## config.mk

```make
export PLATFORM = sky130hd
export DESIGN_NAME = mm_output_writer
export DESIGN_NICKNAME = d
export VERILOG_FILES = /design/src/rtl/mm_pkg.sv /design/src/rtl/mm_lane_adder.sv /design/src/rtl/mm_output_writer.sv
export SDC_FILE = /design/constraint.sdc
export NUM_CORES = 2
export LEC_CHECK = 0
export ABC_AREA = 1
export ABC_CLOCK_PERIOD_IN_PS = 2700
export CAP_MARGIN = 5
export CORE_AREA = 2 2 425 427
export CTS_CLUSTER_SIZE = 30
export DETAILED_ROUTE_END_ITERATION = 8
export DIE_AREA = 0 0 427 429
export PLACE_DENSITY = 0.69
export RECOVER_POWER = 100
export SETUP_SLACK_MARGIN = 0.15
export SLEW_MARGIN = 15
export SYNTH_ARGS = -nofsm -noshare
export SYNTH_HDL_FRONTEND = slang
export SYNTH_SLANG_ARGS = --single-unit
export TNS_END_PERCENT = 5
```

## constraint.sdc

```tcl
create_clock -name clk -period 2.7 [get_ports clk]
set_input_delay 0.54 -clock clk [delete_from_list [all_inputs] [get_ports clk]]
set_output_delay 0.54 -clock clk [all_outputs]
set_load 0.01 [all_outputs]
```

## src/rtl/mm_pkg.sv

```systemverilog
// -----------------------------------------------------------------------------
// mm_pkg
// Shared definitions for the matrix-multiply engine. The address generator,
// the input/weight buffers and the output writer all use this package.
//   LANES / LANE_W : lane count and lane width of one datapath beat
//   WORD_W         : width of one packed buffer word
//   mm_state_e     : output-writer state encoding
//   mm_word_t      : packed 512-bit buffer word
// -----------------------------------------------------------------------------
package mm_pkg;

   localparam int LANES  = 16;
   localparam int LANE_W = 32;
   localparam int WORD_W = LANES * LANE_W;

   typedef enum logic [1:0] {
      ST_IDLE  = 2'b00,
      ST_ACC   = 2'b01,
      ST_FLUSH = 2'b10
   } mm_state_e;

   typedef logic [WORD_W-1:0] mm_word_t;

endpackage : mm_pkg

```

## src/rtl/mm_lane_adder.sv

```systemverilog
// -----------------------------------------------------------------------------
// mm_lane_adder
// LANES-wide lane-wise adder. Each LANE_W-bit lane wraps modulo 2^LANE_W and
// no carry crosses a lane boundary. Purely combinational.
//   a_i   : first operand word, lane k = bits [LANE_W*k +: LANE_W]
//   b_i   : second operand word, same lane layout
//   sum_o : lane-wise wrapping sum
// -----------------------------------------------------------------------------
module mm_lane_adder #(
   parameter int LANES  = mm_pkg::LANES,
   parameter int LANE_W = mm_pkg::LANE_W
) (
   input  logic [LANES*LANE_W-1:0] a_i,
   input  logic [LANES*LANE_W-1:0] b_i,
   output logic [LANES*LANE_W-1:0] sum_o
);

   for (genvar g = 0; g < LANES; g++) begin : g_lane
      // Each slice is added in isolation, so the carry out of a lane is dropped.
      assign sum_o[g*LANE_W +: LANE_W] = a_i[g*LANE_W +: LANE_W] + b_i[g*LANE_W +: LANE_W];
   end

endmodule : mm_lane_adder

```

## src/rtl/mm_output_writer.sv

```systemverilog
// -----------------------------------------------------------------------------
// mm_output_writer
// Output-side receiver of the matrix-multiply engine. Accumulates Ci partial-
// sum beats lane-wise into one output word, writes each completed word to the
// output feature buffer and signals completion after N*Co words.
//   clk, rstn                : clock, asynchronous active-low reset
//   start_valid              : one-cycle job start, latches configuration
//   input_addr_per_feature   : Ci, beats per output word (0 treated as 1)
//   output_addr_per_feature  : Co
//   number_of_node           : N
//   in_valid/in_ready        : partial-sum beat handshake
//   in_addr, in_data         : beat target address and lane data
//   buf_wr_en/addr/data      : registered output-buffer write port
//   busy                     : job in progress
//   done                     : one-cycle completion pulse
//   addr_err                 : sticky, beats of one group disagreed on address
// -----------------------------------------------------------------------------
module mm_output_writer #(
   parameter int LANES  = mm_pkg::LANES,
   parameter int LANE_W = mm_pkg::LANE_W,
   parameter int ADDR_W = 11
) (
   input  logic                      clk,
   input  logic                      rstn,
   input  logic                      start_valid,
   input  logic [7:0]                input_addr_per_feature,
   input  logic [7:0]                output_addr_per_feature,
   input  logic [15:0]               number_of_node,
   input  logic                      in_valid,
   output logic                      in_ready,
   input  logic [ADDR_W-1:0]         in_addr,
   input  logic [LANES*LANE_W-1:0]   in_data,
   output logic                      buf_wr_en,
   output logic [ADDR_W-1:0]         buf_wr_addr,
   output logic [LANES*LANE_W-1:0]   buf_wr_data,
   output logic                      busy,
   output logic                      done,
   output logic                      addr_err
);

   import mm_pkg::*;

   localparam int DW = LANES * LANE_W;

   mm_state_e            state_q, state_d;
   logic [7:0]           ci_q, ci_d;
   logic [23:0]          total_q, total_d;
   logic [7:0]           beat_cnt_q, beat_cnt_d;
   logic [23:0]          word_cnt_q, word_cnt_d;
   logic [DW-1:0]        acc_q, acc_d;
   logic [ADDR_W-1:0]    grp_addr_q, grp_addr_d;
   logic                 addr_err_q, addr_err_d;
   logic                 wr_en_q, wr_en_d;
   logic [ADDR_W-1:0]    wr_addr_q, wr_addr_d;
   logic [DW-1:0]        wr_data_q, wr_data_d;
   logic                 done_q, done_d;

   logic [DW-1:0]        sum;
   logic                 beat_fire;
   logic                 first_beat;
   logic                 last_beat;

   mm_lane_adder #(
      .LANES  (LANES),
      .LANE_W (LANE_W)
   ) u_lane_adder (
      .a_i   (acc_q),
      .b_i   (in_data),
      .sum_o (sum)
   );

   assign beat_fire  = in_valid && (state_q == ST_ACC);
   assign first_beat = (beat_cnt_q == 8'd0);
   assign last_beat  = (beat_cnt_q == 8'(ci_q - 8'd1));

   always_comb begin
      state_d    = state_q;
      ci_d       = ci_q;
      total_d    = total_q;
      beat_cnt_d = beat_cnt_q;
      word_cnt_d = word_cnt_q;
      acc_d      = acc_q;
      grp_addr_d = grp_addr_q;
      addr_err_d = addr_err_q;
      wr_en_d    = 1'b0;
      wr_addr_d  = wr_addr_q;
      wr_data_d  = wr_data_q;
      done_d     = 1'b0;

      if (start_valid) begin
         // A start in any state wins: it drops any partial group and any write
         // that would otherwise be registered this cycle.
         ci_d       = (input_addr_per_feature == 8'd0) ? 8'd1 : input_addr_per_feature;
         total_d    = 24'(number_of_node) * 24'(output_addr_per_feature);
         beat_cnt_d = 8'd0;
         word_cnt_d = 24'd0;
         addr_err_d = 1'b0;
         state_d    = (total_d == 24'd0) ? ST_FLUSH : ST_ACC;
      end else begin
         case (state_q)
            ST_IDLE: begin
               state_d = ST_IDLE;
            end
            ST_ACC: begin
               if (beat_fire) begin
                  if (first_beat) begin
                     acc_d      = in_data;
                     grp_addr_d = in_addr;
                  end else begin
                     acc_d = sum;
                     if (in_addr != grp_addr_q) begin
                        addr_err_d = 1'b1;
                     end
                  end
                  if (last_beat) begin
                     // With ci_eff==1 the last beat is also the first one, so the
                     // beat itself is the word and carries its own address.
                     wr_en_d    = 1'b1;
                     wr_data_d  = first_beat ? in_data : sum;
                     wr_addr_d  = first_beat ? in_addr : grp_addr_q;
                     beat_cnt_d = 8'd0;
                     word_cnt_d = word_cnt_q + 24'd1;
                     if (word_cnt_q == 24'(total_q - 24'd1)) begin
                        state_d = ST_FLUSH;
                        done_d  = 1'b1;
                     end
                  end else begin
                     beat_cnt_d = beat_cnt_q + 8'd1;
                  end
               end
            end
            ST_FLUSH: begin
               // Normally done was raised on entry. An empty job enters FLUSH
               // without it, so it is raised here one cycle later.
               if (done_q) begin
                  state_d = ST_IDLE;
               end else begin
                  done_d = 1'b1;
               end
            end
            default: begin
               state_d = ST_IDLE;
            end
         endcase
      end
   end

   always_ff @(posedge clk or negedge rstn) begin
      if (!rstn) begin
         state_q    <= ST_IDLE;
         ci_q       <= 8'd1;
         total_q    <= 24'd0;
         beat_cnt_q <= 8'd0;
         word_cnt_q <= 24'd0;
         acc_q      <= '0;
         grp_addr_q <= '0;
         addr_err_q <= 1'b0;
         wr_en_q    <= 1'b0;
         wr_addr_q  <= '0;
         wr_data_q  <= '0;
         done_q     <= 1'b0;
      end else begin
         state_q    <= state_d;
         ci_q       <= ci_d;
         total_q    <= total_d;
         beat_cnt_q <= beat_cnt_d;
         word_cnt_q <= word_cnt_d;
         acc_q      <= acc_d;
         grp_addr_q <= grp_addr_d;
         addr_err_q <= addr_err_d;
         wr_en_q    <= wr_en_d;
         wr_addr_q  <= wr_addr_d;
         wr_data_q  <= wr_data_d;
         done_q     <= done_d;
      end
   end

   assign in_ready    = (state_q == ST_ACC);
   assign busy        = (state_q != ST_IDLE);
   assign done        = done_q;
   assign addr_err    = addr_err_q;
   assign buf_wr_en   = wr_en_q;
   assign buf_wr_addr = wr_addr_q;
   assign buf_wr_data = wr_data_q;

endmodule : mm_output_writer
```

==> results.md <==
* Outcome: finished, violations left
* Failing checks: capacitance limit, slew limit, setup timing
* Num CTS Buffers at between 100 and 150
* Synth Instances at 11890
* H-tree levels at 4
* Post-synth net total at roughly 13000
* Syn Area/Cell at around 7 um^2
* Clock Sinks at roughly 1100
* Crit-path max cell delay at ~550 ps
* GRT Util Overall at 0.3665
* I/O pin count at 1087
* Post-DR wirelength/cell at 20.47 um
* Fillers at between 15000 and 20000
* Via count at approximately 91000
* Logic pwr share at 0.640
* Largest family of logic cells by synthesized area: simple AND/OR/NAND/NOR gates
* WP data arrival at 4770 ps
* FMAX at about 0.25 GHz
* CTS clk-pin slew, worst paths at ~60 ps
* Unrepaired setup endpoints after global routing: yes
* Max Fanout on Critical Path at 5
* Crit path top cell by count: nand2_1
* Initial antenna violation count at about 110
* Final GP Congestion at 1.000
* Share of layout cells above drive strength 1 at 0.1700
* Fin nets at roughly 16000
* Root buffer cell: clkbuf_16
* Die width at about 430 um
* HPWL after DPL at between 200000 and 300000 um
* Post-layout min period at 4021 ps
* Largest delay share family, worst path: adder cells
* Critical path depth at 26
* Hold Crit Class: input port to flop
* Die H at ~430 um
* Pwr dens at between 1000 and 1500 mW/mm^2
* P_leak at between 60 and 70 nW
* Critical R2R Capture: buf_wr_data[342]
* DRT iter0 DRCs at between 6000 and 7000
* Cell internal pwr at ~0.069 W
* Met3 usage at 0.06578
* Clock share of power at 0.157
* Final worst setup slack at -1321 ps
* Register area at 0.02790 mm^2
* Buf+Inv Stages, Crit Path at 6
* Multiplexer share of the synthesized area at 0
* Global-route wire length before repair at 522100 um
* Async SR Flop Fraction at 1.000
* GR Overflow Total at 0
* Hold slack at between 300 and 400 ps
* Max-slew headroom at -0.6728
* Worst skew pair latency at approximately 820 ps
* R2r setup slk at -330 ps
* Multi-input logic area at between 0.05 and 0.06 mm^2
* CTS tree: yes
* Vias in the first global route at approximately 90000
* Most used DFF post-synth: dfrtp_1
* Crit path launch: output_addr_per_feature[2]
* Period utilisation layout at 1.489
* Full die area at 0.1832 mm^2
* Worst setup SP type: input port
* Synth Warn # at 0
* Peak supply drop at a little under 700 uV
* Number of flops mapped to enable cells by yosys at 0
* Most common cell after layout, fill and taps aside: nand2_1
* FF-to-FF path depth at 10
* Drt drc at 0
* Largest net degree at the start of global routing at 88
* Final wirelength at between 300000 and 400000 um
* Most frequent cells in the layout: 4489 x nand2_1, 1508 x buf_4, 1113 x dfrtp_1, 820 x inv_1, 806 x nor2_1
* Synth-to-Final Area Change at 39.72%
* Post-synthesis simple-gate area fraction at 0.3253
* Max-cap viol count at 1
* Adder-cell share of the synthesized area at 0.1081
* Worst Setup EP: state_q[1]
* Complex-gate fraction of the synthesized area at 0.1302
* Longest Clk Path Bufs at 3
* NetSw at about 0.057 W
* Post-route insts no fill at roughly 17000
* Flop pwr share at 0.204
* GRT busiest layer: met2
* Critical Path End Type: flop
* I/O Buffers at around 1100
* FF+latch count, synth at about 1100
* Initial Utilization at 0.4603
* Worst Setup Path Type: input port to flop
* GRT met2 Usage at 0.5903
* Placed insts at ~17000
* Sequential share of the synthesized area at 0.3405
* Switch share at 0.4491
* GR Util met1 at 0.4393
* Row count at 155
* Vias per inst at 5.393
* Placeable Area at approximately 0.18 mm^2
* Clock skew at roughly 34 ps
* Post-DRT Antenna Nets at 0
* Synth Cell Area at between 0.08 and 0.09 mm^2
* FF-to-FF Start: beat_cnt_q[1]
* Least-Margin Pin Slew at roughly 2500 ps
* Fin. max-slew vios at just under 60
* # setup viols final at 1188
* Critical path's slowest cell: fa_1
* XOR/XNOR Fraction of Synth Area at 0.03260
* Count of final hold-check violations at 0
* Total iterations of the first detailed-routing run at 6
* Critical Path RT at approximately 3500 ps
* Netlist cell types at between 40 and 50
## cell families after synthesis
kind of cell	count (synthesis)
AO/OA/AOI/OAI	1955
buffers and inverters	1265
adder cells (fa/ha/maj)	648
AND/OR/NAND/NOR	6597
flip-flops	1115
XOR/XNOR	305
## cell usage after synthesis, drive strengths merged (4+ instances only)
cell,instances,area share
o21a,60,0.0055
nor4,44,0.0034
o21bai,66,0.0060
a21oi,676,0.041
o211ai,35,0.0032
o21ai,855,0.052
xor2,153,0.016
nor3,127,0.0078
nor2,828,0.038
a21o,57,0.0052
fa,100,0.024
a31oi,154,0.012
and2,6,0.00046
nand3,699,0.043
nand2,4638,0.21
a21boi,18,0.0016
inv,872,0.040
nor3b,4,0.00037
dfrtp,1114,0.34
nand4,50,0.0040
o22ai,4,0.00031
nand3b,51,0.0047
buf,171,0.013
or2,145,0.011
clkbuf,219,0.010
ha,548,0.084
xnor2,152,0.016
o31ai,7,0.00064
o2111ai,14,0.0015
## flip-flops by register name (all words and copies together), names as in the netlist
| name | flops |
|---|---|
| grp_addr_q | 11 |
| beat_cnt_q | 8 |
| done | 1 |
| buf_wr_addr | 11 |
| ci_q | 8 |
| buf_wr_en | 1 |
| total_q | 24 |
| word_cnt_q | 24 |
| state_q | 2 |
| acc_q | 512 |
| buf_wr_data | 512 |
| addr_err | 1 |
## tightest hold or removal path, stage by stage
cell and delay, ps:
dlygate4sd2_1 350, nand2_1 140, a31oi_1 80
## worst min-delay path by stage
stage / slack [ps] / endpoint / cells after the start / startpoint
finish: 360 / buf_wr_data[480] / 3 / in_data[480]
detailed placement: 460 / buf_wr_data[40] / 2 / buf_wr_data[40]
CTS: 280 / buf_wr_data[480] / 3 / in_data[480]
global route: 350 / buf_wr_data[480] / 3 / in_data[480]
floorplan: 240 / acc_q[0] / 0 / rstn
global placement: 450 / buf_wr_data[423] / 2 / buf_wr_data[423]
## per-stage QoR
step	TNS, ps	setup slack [ps]	total power [W]	util	area, um^2
after floorplan	-26560	-1639	0.06603	-	82180
after global placement	-346860	-2640	0.09985	0.6020	107200
after detailed placement	-371010	-2577	0.1008	0.6020	107200
after CTS	-17820	-1280	0.1230	0.6344	112900
after global routing	-325800	-1494	0.1354	0.6430	114500
final	-141840	-1321	0.1259	0.6431	114500
## routing by layer
metal / up-vias / part of all wire
met4: 64 / 0.083
met5: - / 0.0011
met2: 3250 / 0.46
met3: 969 / 0.063
met1: 43090 / 0.39
li1: 43870 / -
## cell type report
type / count / share of cell area
multi-input cells: 9505 / 0.4422
well taps: 2355 / 0.02574
clock buffers: 187 / 0.03452
clock inverters: 52 / 0.006459
flip-flops and latches: 1115 / 0.2437
repair buffers: 2765 / 0.2170
inverters: 875 / 0.02897
diodes: 65 / 0.001421
## power by group through the flow
stage,clock [W],combinational [W],sequential [W]
finish,0.0197,0.0805,0.0257
floorplan,0,0.0409,0.0252
CTS,0.0199,0.0774,0.0256
global route,0.0206,0.0887,0.0262
global placement,0,0.0742,0.0256
detailed placement,0,0.0751,0.0258
## timing repair
action,in CTS,in global routing
endpoints found under the setup margin,534,704
pin swaps,91,165
buffers inserted,41,20
gates cloned,3,7
hold endpoints to repair,30,0
hold buffers,1,0
gates resized for setup,334,406
Power figures use the tool's default switching activity.
